## src/rtl/alu_seq_if.sv

```systemverilog
// alu_seq_if: request/result handshake bundle for alu_seq.
// The master drives requests and result acceptance. The slave (the ALU) drives in_ready and the result/flags.
interface alu_seq_if #(
   parameter int unsigned WIDTH = 8
);
   logic             in_valid;
   logic             in_ready;
   logic [WIDTH-1:0] a;
   logic [WIDTH-1:0] b;
   logic [2:0]       sel;
   logic             c_in;
   logic             out_valid;
   logic             out_ready;
   logic [WIDTH-1:0] out;
   logic             c_out;
   logic             zero;
   logic             neg;
   logic             ovf;

   modport master (
      output in_valid, a, b, sel, c_in, out_ready,
      input  in_ready, out_valid, out, c_out, zero, neg, ovf
   );

   modport slave (
      input  in_valid, a, b, sel, c_in, out_ready,
      output in_ready, out_valid, out, c_out, zero, neg, ovf
   );
endinterface

```

## src/rtl/alu_seq.sv

```systemverilog
// alu_seq: registered WIDTH-bit ALU with valid/ready handshake and status flags.
// Shifts and rotates run one bit per cycle. Define ALU_SEQ_SAT_EN for unsigned-saturating add/sub.
module alu_seq #(
   parameter int unsigned WIDTH   = 8,
   parameter int unsigned SHAMT_W = 3
) (
   input  logic     clk,
   input  logic     rst_n,
   alu_seq_if.slave bus
);
   typedef enum logic [1:0] {IDLE, SHIFT, DONE} state_t;

   state_t             state_q, state_d;
   logic [WIDTH-1:0]   out_q, out_d;
   logic [WIDTH-1:0]   wrk_q, wrk_d;
   logic [SHAMT_W-1:0] cnt_q, cnt_d;
   logic [1:0]         op_q, op_d;
   logic               c_out_q, c_out_d;
   logic               zero_q, zero_d;
   logic               neg_q, neg_d;
   logic               ovf_q, ovf_d;
   logic               out_valid_q, out_valid_d;

   logic [WIDTH:0]     sum;
   logic [WIDTH:0]     diff;
   logic [SHAMT_W-1:0] shamt;
   logic [WIDTH-1:0]   step_val;
   logic               step_bit;
   logic [WIDTH-1:0]   res;
   logic               res_c;
   logic               res_v;
   logic               load;

   assign shamt = bus.b[SHAMT_W-1:0];
   // Bit WIDTH of each extended result is the carry (add) or the borrow (sub).
   assign sum   = {1'b0, bus.a} + {1'b0, bus.b} + {{WIDTH{1'b0}}, bus.c_in};
   assign diff  = {1'b0, bus.a} - {1'b0, bus.b} - {{WIDTH{1'b0}}, bus.c_in};

   always_comb begin
      step_val = wrk_q;
      step_bit = 1'b0;
      case (op_q)
         2'b00: begin
            step_val = {wrk_q[WIDTH-2:0], 1'b0};
            step_bit = wrk_q[WIDTH-1];
         end
         2'b01: begin
            step_val = {1'b0, wrk_q[WIDTH-1:1]};
            step_bit = wrk_q[0];
         end
         2'b10: begin
            step_val = {wrk_q[WIDTH-2:0], wrk_q[WIDTH-1]};
            step_bit = wrk_q[WIDTH-1];
         end
         default: begin
            step_val = {wrk_q[0], wrk_q[WIDTH-1:1]};
            step_bit = wrk_q[0];
         end
      endcase
   end

   always_comb begin
      state_d     = state_q;
      out_d       = out_q;
      wrk_d       = wrk_q;
      cnt_d       = cnt_q;
      op_d        = op_q;
      c_out_d     = c_out_q;
      zero_d      = zero_q;
      neg_d       = neg_q;
      ovf_d       = ovf_q;
      out_valid_d = out_valid_q;
      res         = '0;
      res_c       = 1'b0;
      res_v       = 1'b0;
      load        = 1'b0;

      case (state_q)
         IDLE: begin
            if (bus.in_valid) begin
               case (bus.sel)
                  3'b000: begin
                     load  = 1'b1;
                     res   = sum[WIDTH-1:0];
                     res_c = sum[WIDTH];
                     res_v = (bus.a[WIDTH-1] == bus.b[WIDTH-1]) && (sum[WIDTH-1] != bus.a[WIDTH-1]);
`ifdef ALU_SEQ_SAT_EN
                     if (sum[WIDTH]) res = '1;
`endif
                  end
                  3'b001: begin
                     load  = 1'b1;
                     res   = diff[WIDTH-1:0];
                     res_c = diff[WIDTH];
                     res_v = (bus.a[WIDTH-1] != bus.b[WIDTH-1]) && (diff[WIDTH-1] != bus.a[WIDTH-1]);
`ifdef ALU_SEQ_SAT_EN
                     if (diff[WIDTH]) res = '0;
`endif
                  end
                  3'b010: begin
                     load = 1'b1;
                     res  = bus.a | bus.b;
                  end
                  3'b011: begin
                     load = 1'b1;
                     res  = bus.a & bus.b;
                  end
                  default: begin
                     // A zero shift amount completes immediately with a unchanged.
                     if (shamt == '0) begin
                        load = 1'b1;
                        res  = bus.a;
                     end else begin
                        wrk_d   = bus.a;
                        cnt_d   = shamt;
                        op_d    = bus.sel[1:0];
                        state_d = SHIFT;
                     end
                  end
               endcase
            end
         end
         SHIFT: begin
            wrk_d = step_val;
            cnt_d = cnt_q - SHAMT_W'(1);
            if (cnt_q == SHAMT_W'(1)) begin
               load  = 1'b1;
               res   = step_val;
               res_c = step_bit;
            end
         end
         DONE: begin
            if (bus.out_ready) begin
               out_valid_d = 1'b0;
               state_d     = IDLE;
            end
         end
         default: state_d = IDLE;
      endcase

      if (load) begin
         out_d       = res;
         c_out_d     = res_c;
         ovf_d       = res_v;
         zero_d      = (res == '0);
         neg_d       = res[WIDTH-1];
         out_valid_d = 1'b1;
         state_d     = DONE;
      end
   end

   always_ff @(posedge clk or negedge rst_n) begin
      if (!rst_n) begin
         state_q     <= IDLE;
         out_q       <= '0;
         wrk_q       <= '0;
         cnt_q       <= '0;
         op_q        <= '0;
         c_out_q     <= 1'b0;
         zero_q      <= 1'b0;
         neg_q       <= 1'b0;
         ovf_q       <= 1'b0;
         out_valid_q <= 1'b0;
      end else begin
         state_q     <= state_d;
         out_q       <= out_d;
         wrk_q       <= wrk_d;
         cnt_q       <= cnt_d;
         op_q        <= op_d;
         c_out_q     <= c_out_d;
         zero_q      <= zero_d;
         neg_q       <= neg_d;
         ovf_q       <= ovf_d;
         out_valid_q <= out_valid_d;
      end
   end

   assign bus.in_ready  = (state_q == IDLE);
   assign bus.out_valid = out_valid_q;
   assign bus.out       = out_q;
   assign bus.c_out     = c_out_q;
   assign bus.zero      = zero_q;
   assign bus.neg       = neg_q;
   assign bus.ovf       = ovf_q;
endmodule
```

## src/flat_wrapper.sv

```systemverilog
// flat-port wrapper written by rule: the top's interface ports become plain ports
module alu_seq_flat 
#(
   parameter int unsigned WIDTH   = 8,
   parameter int unsigned SHAMT_W = 3
)
  (clk, rst_n, bus_in_valid, bus_a, bus_b, bus_sel, bus_c_in, bus_out_ready, bus_in_ready, bus_out_valid, bus_out, bus_c_out, bus_zero, bus_neg, bus_ovf);
  alu_seq_if #(.WIDTH(WIDTH)) bus_i ();
  input  logic clk;
  input  logic rst_n;
  input wire logic [$bits(bus_i.in_valid)-1:0] bus_in_valid;
  input wire logic [$bits(bus_i.a)-1:0] bus_a;
  input wire logic [$bits(bus_i.b)-1:0] bus_b;
  input wire logic [$bits(bus_i.sel)-1:0] bus_sel;
  input wire logic [$bits(bus_i.c_in)-1:0] bus_c_in;
  input wire logic [$bits(bus_i.out_ready)-1:0] bus_out_ready;
  output wire logic [$bits(bus_i.in_ready)-1:0] bus_in_ready;
  output wire logic [$bits(bus_i.out_valid)-1:0] bus_out_valid;
  output wire logic [$bits(bus_i.out)-1:0] bus_out;
  output wire logic [$bits(bus_i.c_out)-1:0] bus_c_out;
  output wire logic [$bits(bus_i.zero)-1:0] bus_zero;
  output wire logic [$bits(bus_i.neg)-1:0] bus_neg;
  output wire logic [$bits(bus_i.ovf)-1:0] bus_ovf;
  assign bus_i.in_valid = bus_in_valid;
  assign bus_i.a = bus_a;
  assign bus_i.b = bus_b;
  assign bus_i.sel = bus_sel;
  assign bus_i.c_in = bus_c_in;
  assign bus_i.out_ready = bus_out_ready;
  assign bus_in_ready = bus_i.in_ready;
  assign bus_out_valid = bus_i.out_valid;
  assign bus_out = bus_i.out;
  assign bus_c_out = bus_i.c_out;
  assign bus_zero = bus_i.zero;
  assign bus_neg = bus_i.neg;
  assign bus_ovf = bus_i.ovf;
  alu_seq #(.WIDTH(WIDTH), .SHAMT_W(SHAMT_W)) u_core (.clk(clk), .rst_n(rst_n), .bus(bus_i));
endmodule
```

## config.mk

```make
export PLATFORM = sky130hd
export DESIGN_NAME = alu_seq_flat
export DESIGN_NICKNAME = d
export VERILOG_FILES = /design/src/rtl/alu_seq_if.sv /design/src/rtl/alu_seq.sv /design/src/flat_wrapper.sv
export SDC_FILE = /design/constraint.sdc
export NUM_CORES = 1
export LEC_CHECK = 0
export ABC_AREA = 1
export BUFFER_PORTS_ARGS = -buffer_cell sky130_fd_sc_hd__buf_2
export CAP_MARGIN = 20
export CORE_MARGIN = 2
export CORE_UTILIZATION = 59
export DETAILED_ROUTE_END_ITERATION = 8
export PLACE_DENSITY = 0.88
export RECOVER_POWER = 100
export SYNTH_ARGS = -nofsm -noshare
export SYNTH_HDL_FRONTEND = slang
export SYNTH_SLANG_ARGS = --single-unit
```

## constraint.sdc

```tcl
create_clock -name clk -period 1.8 [get_ports clk]
set_clock_uncertainty 0.05 [all_clocks]
set_input_delay 0.09 -clock clk [delete_from_list [all_inputs] [get_ports clk]]
set_output_delay 0.09 -clock clk [all_outputs]
set_load 0.02 [all_outputs]
```

* Word level (Yosys, flattened, before mapping)
Cells that the tools add are included.
** Cells by class
- Bitwise logic cells :: 4
- Multiplexer cells :: 36
- Reductions and logical operators :: 16
- Add/subtract/negate cells :: 5
- Equal/unequal tests :: 20
** Operator list (count)
- two-way mux 8 bit :: 6
- case mux 8 bit (2 select lines) :: 2
- case mux 8 bit (4 select lines) :: 1
- case mux 8 bit (3 select lines) :: 1
- two-way mux 1 bit :: 12
- != test 3 x 2 -> 1 bit (second input constant) :: 4
- two-way mux 2 bit :: 5
- adder 8 x 8 -> 9 bit :: 1
- adder 9 x 1 -> 9 bit :: 1
- two-way mux 3 bit :: 3
- subtractor 8 x 8 -> 9 bit :: 1
- subtractor 9 x 1 -> 9 bit :: 1
- bitwise AND 8 bit :: 1
- zero test 8 bit :: 1
- bitwise OR 8 bit :: 1
- case mux 1 bit (2 select lines) :: 4
- AND reduction 4 bit :: 2
- == test 3 x 1 -> 1 bit (second input constant) :: 2
- == test 3 x 2 -> 1 bit (second input constant) :: 2
- zero test 3 bit :: 2
- != test 2 bit (second input constant) :: 3
- case mux 2 bit (3 select lines) :: 1
- case mux 3 bit (2 select lines) :: 1
- nonzero test 2 bit :: 3
- 13 further kinds :: 20
** Storage, ports and cells
- Word-level logic and storage cells :: 91
- Input port bits :: 24
- Output and inout bits :: 14
- Bits in registers :: 28

* Logic depth before layout (Yosys ltp)
- Depth in word-level cells :: 7
- Mapped depth :: 17
- Depth with buffers taken out :: 17

* Worst setup path before layout
No wires, ideal clock.
- Path kind :: input -> register
- Start point :: in bus_c_in
- End point :: reg u_core.zero_q, in the netlist u_core.bus.zero
- Path slack :: -0.087 ns
- Stages :: 16
- Path buffers :: 0
- Data required time :: 1.685 ns
- Arrival time :: 1.772 ns
- Setup time :: 0.065 ns
- Path through :: inv_1 > fa_1 > fa_1 > inv_1 > nand2_1 > nand2_1 > nor2_1 > nor2_1 > nand2_1 > a21oi_2 > nand2_1 > nor2_1 > nand3_1 > nor2_1 > nand2_1 > nand2_1
** Between the ends
- Longest elaborated chain between the ends :: 5
- Elaborated cells on any way between the ends :: 6
- Those cells by class :: add/sub: 2; mux: 3; reduce/logical: 1
** Ends and longest elaborated chain
- from (decl) :: RTL line flat_wrapper.sv:15 : input wire logic [$bits(bus_i.c_in)-1:0] bus_c_in;
- subtractor 9 x 1 -> 9 bit / adder 9 x 1 -> 9 bit (equally long branches) :: RTL line alu_seq.sv:37, alu_seq.sv:36
- case mux 8 bit (4 select lines) * :: RTL line alu_seq.sv:81 : case (bus.sel)
- two-way mux 8 bit * :: RTL line alu_seq.sv:80 : if (bus.in_valid) begin
- case mux 8 bit (2 select lines) * :: RTL line alu_seq.sv:78 : case (state_q)
- zero test 8 bit * :: RTL line alu_seq.sv:145 : zero_d = (res == '0);
- to (signal assigned) :: RTL line alu_seq.sv:171 : zero_q <= zero_d;
- to (decl) :: RTL line alu_seq.sv:19 : logic zero_q, zero_d;
Mark *: on every way between the ends. The rest lies on a longest branch, timed or not.
A chain may end at the register's enable or synchronous reset.

* Final worst setup path
- Start point :: in bus_a[0]
- End point :: reg u_core.zero_q, in the netlist u_core.bus.zero
** Between the ends
- Longest elaborated chain between the ends :: 6
- Elaborated cells on any way between the ends :: 11
- Those cells by class :: add/sub: 4; mux: 4; bitwise: 2; reduce/logical: 1
** Ends and longest elaborated chain
- from (decl) :: RTL line flat_wrapper.sv:12 : input wire logic [$bits(bus_i.a)-1:0] bus_a;
- subtractor 8 x 8 -> 9 bit / adder 8 x 8 -> 9 bit (equally long branches) :: RTL line alu_seq.sv:37, alu_seq.sv:36
- subtractor 9 x 1 -> 9 bit / adder 9 x 1 -> 9 bit (equally long branches) :: RTL line alu_seq.sv:37, alu_seq.sv:36
- case mux 8 bit (4 select lines) * :: RTL line alu_seq.sv:81
- two-way mux 8 bit * :: RTL line alu_seq.sv:80
- case mux 8 bit (2 select lines) * :: RTL line alu_seq.sv:78
- zero test 8 bit * :: RTL line alu_seq.sv:145
Marked as above.

==> summary.txt <==
DRC: 0
Power Internal: 1.78 mW
Die W: 73.5 um
# port buffers: 37
die area: 0.00540 sq mm
Root Driver: clkbuf_8
Critical Path RT: 1.97 ns
share of power burned in registers: 0.313
Fillers: 376
number of synthesized flops with an enable pin: 0
placed insts: 550
TritonCTS clock tree: done
Worst path top cell family by delay: adder cells
arrival time at the worst endpoint: 2.03 ns
vias in the first global route: 2887
max_cap viols: 0
Compound-Gate Fraction of Synth Area: 0.141
via count: 3142
Routed WL: 8.10 mm
WP buf/inv: 1
CTS H-tree depth: 1
unique cell type count in the Yosys netlist: 34
Leakage: 1.90 nW
GRT Total Usage: 0.306
ranking of synthesized cells by area: dfrtp_1 24%, nand2_1 16%, ha_1 14%
main combinational cell family by area after synthesis: simple AND/OR/NAND/NOR gates
top-area cell type share of the netlist area: 0.237
Clock Sink Count: 27
Hold WC Path Type: primary input to flop
Placed Area: 0.00339 sq mm
io pins: 38
Synth Area in XOR/XNOR: 0.00307
Post-DRT Antenna Nets: 0
First DRT Iteration DRCs: 281
Period minus WS final: 1.86 ns
crit path capture type: flop
Mapped Cells: 425
Routed WL per cell: 14.6 um
Initial Util: 0.607
grt total ovfl: 0
Seq/Total Area, Yosys: 0.237
Top FF cell, synth: dfrtp_1
Nets: 563
crit share post-route: 1.03
Final WS setup: -0.0624 ns
Yosys reg bits: 27
Yosys top cell by area: dfrtp_1
ant diodes: 0
critical path's slowest cell: fa_2
post-layout util: 0.758
Max VDD drop: 0.690 mV
initial antenna violation count: 0
outcome: finished with violations
Syn. warnings: 0
Net Sw Power: 1.74 mW
failing checks: negative setup slack
adder-cell share of the synthesized area: 0.169
Final Max Slew Viols: 0
Clock power frac: 0.097
largest net degree at the start of global routing: 28
Non-Filler Instances: 556
multi-input combinational cell area: 0.00195 sq mm
Num CTS Buffers: 3
Logic pwr share: 0.590
Synth Area in Simple Gates: 0.332
Die Y: 73.5 um
RSZ-0062 raised after global routing: true
count of final setup violators: 1
Design Area, Final: 0.00356 sq mm
Core ar.: 0.00469 sq mm
CP Cell Sequence: buf_8, fa_2, ha_4, xor2_1, a21oi_1, nand3_1, nand2_1, nand2_1, nor2_2, nand3_1, nor2_1, nand2_1, nand2_1
Crit Path Max Fanout: 3
FFs w/ async S/R, synth: 1.00
Setup WS pre-CTS: -0.379 ns
Seq. cell area: 676 sq um
Worst Max-Slew Pin Slew: 0.664 ns
Final HPWL DP: 6.10 mm
Slew headroom: 0.557
Area growth syn-to-layout: 24.9%
Vias per Instance: 5.65
drt pass-1 iters: 6
switching share of power: 0.494
Mapped Area: 0.00285 sq mm
PwrDens: 987 mW/mm^2
mux cell area share after synthesis: 0
num rows: 25
Startpoint Class: primary input
layout cells sized above 1: 0.249
gp weighted congestion: 0.963
CTS Buffer Depth: 2
count leader, synth: nand2_1
CTS clk-pin slew, worst paths: 0.09 ns
Final Hold Viols: 0
Synth top cells by count: 119 x nand2_1, 65 x inv_1, 35 x nand3_1
slowest stage delay, CP: 0.62 ns
Max Freq: 0.537 GHz
syn_area_per_cell: 6.70 sq um
worst-skew pair later-pin latency: 0.27 ns
Post-Syn Nets: 485
first-pass GRT wire length: 13.0 mm
CP dominant cell by count: nand2_1
CP Class: primary input to flop
## power groups by stage
stage | Combinational (mW) | Clock (mW) | Sequential, mW
6_report | 2.07 | 0.340 | 1.10
5_1_grt | 2.32 | 0.367 | 1.12
4_1_cts | 2.04 | 0.344 | 1.09
3_5_place_dp | 2.00 | 0 | 1.09
3_3_place_gp | 1.93 | 0 | 1.08
2_1_floorplan | 1.29 | 0 | 1.18
## layer usage
| layer | vias up | GRT usage | part of all wire |
|---|---|---|---|
| li1 | 1508 | - | - |
| met4 | 0 | 0.0828 | 0.025 |
| met1 | 1420 | 0.410 | 0.42 |
| met2 | 183 | 0.514 | 0.48 |
| met5 | - | 0 | 0 |
| met3 | 31 | 0.0453 | 0.078 |
## worst register-to-register path, stage by stage, from the launching register on
cell and delay (ns):
dfrtp_1 0.43, inv_1 0.13, nand2_4 0.07, nor2_2 0.23, nand2_8 0.11, nand2_4 0.08, nand2_1 0.06, a21oi_2 0.12
nand2_1 0.08, nor2_2 0.10, nand3_1 0.09, nor2_1 0.10, nand2_1 0.06, nand2_1 0.05
## sequential cells by signal (all words and copies together), names as in the netlist
signal and flops:
u_core.bus.ovf 1, u_core.wrk_q 8, u_core.cnt_q 3, u_core.state_q 2, u_core.bus.out_valid 1, u_core.bus.zero 1
u_core.bus.c_out 1, u_core.op_q 2, u_core.bus.out 8
## cell usage in the layout, fill, tap and decap left out, types with 3 or more instances in the layout
| cell type | instances |
|---|---|
| nor2_2 | 3 |
| nand3b_1 | 6 |
| clkbuf_8 | 3 |
| a21oi_1 | 18 |
| inv_1 | 64 |
| nand2_2 | 13 |
| a21oi_2 | 8 |
| dfrtp_1 | 27 |
| inv_2 | 8 |
| ha_4 | 3 |
| nand3_1 | 29 |
| o21ai_0 | 26 |
| ha_1 | 29 |
| buf_6 | 3 |
| buf_4 | 41 |
| nand3_2 | 7 |
| nand2_1 | 109 |
| clkbuf_1 | 14 |
| buf_2 | 19 |
| o211ai_1 | 7 |
| nor2_1 | 33 |
| fa_2 | 3 |
| o221ai_1 | 3 |
## path summary, 6_finish.rpt
kind	startpoint	to	slack, ns	depth (start not counted)
min reg2reg	u_core.state_q[0]	u_core.state_q[1]	0.42	1
max reg2reg	u_core.state_q[1]	u_core.bus.zero	-0.01	13
max	bus_a[0]	u_core.bus.zero	-0.06	13
min in group asynchronous	rst_n	u_core.bus.out[6]	0.33	2
min	bus_sel[0]	u_core.op_q[0]	0.13	3
max in group asynchronous	rst_n	u_core.wrk_q[0]	0.94	2
## metrics by stage
| step | setup TNS, ns | hold WS, ns | power (mW) |
|---|---|---|---|
| after floorplan | -0.0118 | -0.256 | 2.46 |
| after global placement | -2.01 | 0.0743 | 3.00 |
| after detailed placement | -2.42 | 0.0768 | 3.09 |
| after CTS | -0.0471 | 0.134 | 3.47 |
| after global routing | -0.640 | 0.167 | 3.81 |
| final | -0.0624 | 0.134 | 3.51 |
## logic make-up after synthesis
logic type | count (synthesis)
flip-flops | 27
buffers and inverters | 83
adder cells (fa/ha/maj) | 36
AND/OR/NAND/NOR | 208
AO/OA/AOI/OAI | 70
XOR/XNOR | 1
## timing repair
action	4_1_cts	5_1_grt
hold endpoints to repair	28	0
pin swaps	1	24
endpoints found under the setup margin	3	8
hold buffers	2	0
setup buffers	0	1
resized for setup	2	36
## layout make-up
class	instances	area share
multi-input combinational	315	0.549
timing repair buffer	82	0.150
inverter	74	0.0795
clock inverter	1	0.00141
sequential	27	0.190
clock buffer	3	0.0116
tap	54	0.0190
Power figures use the tool's default switching activity.
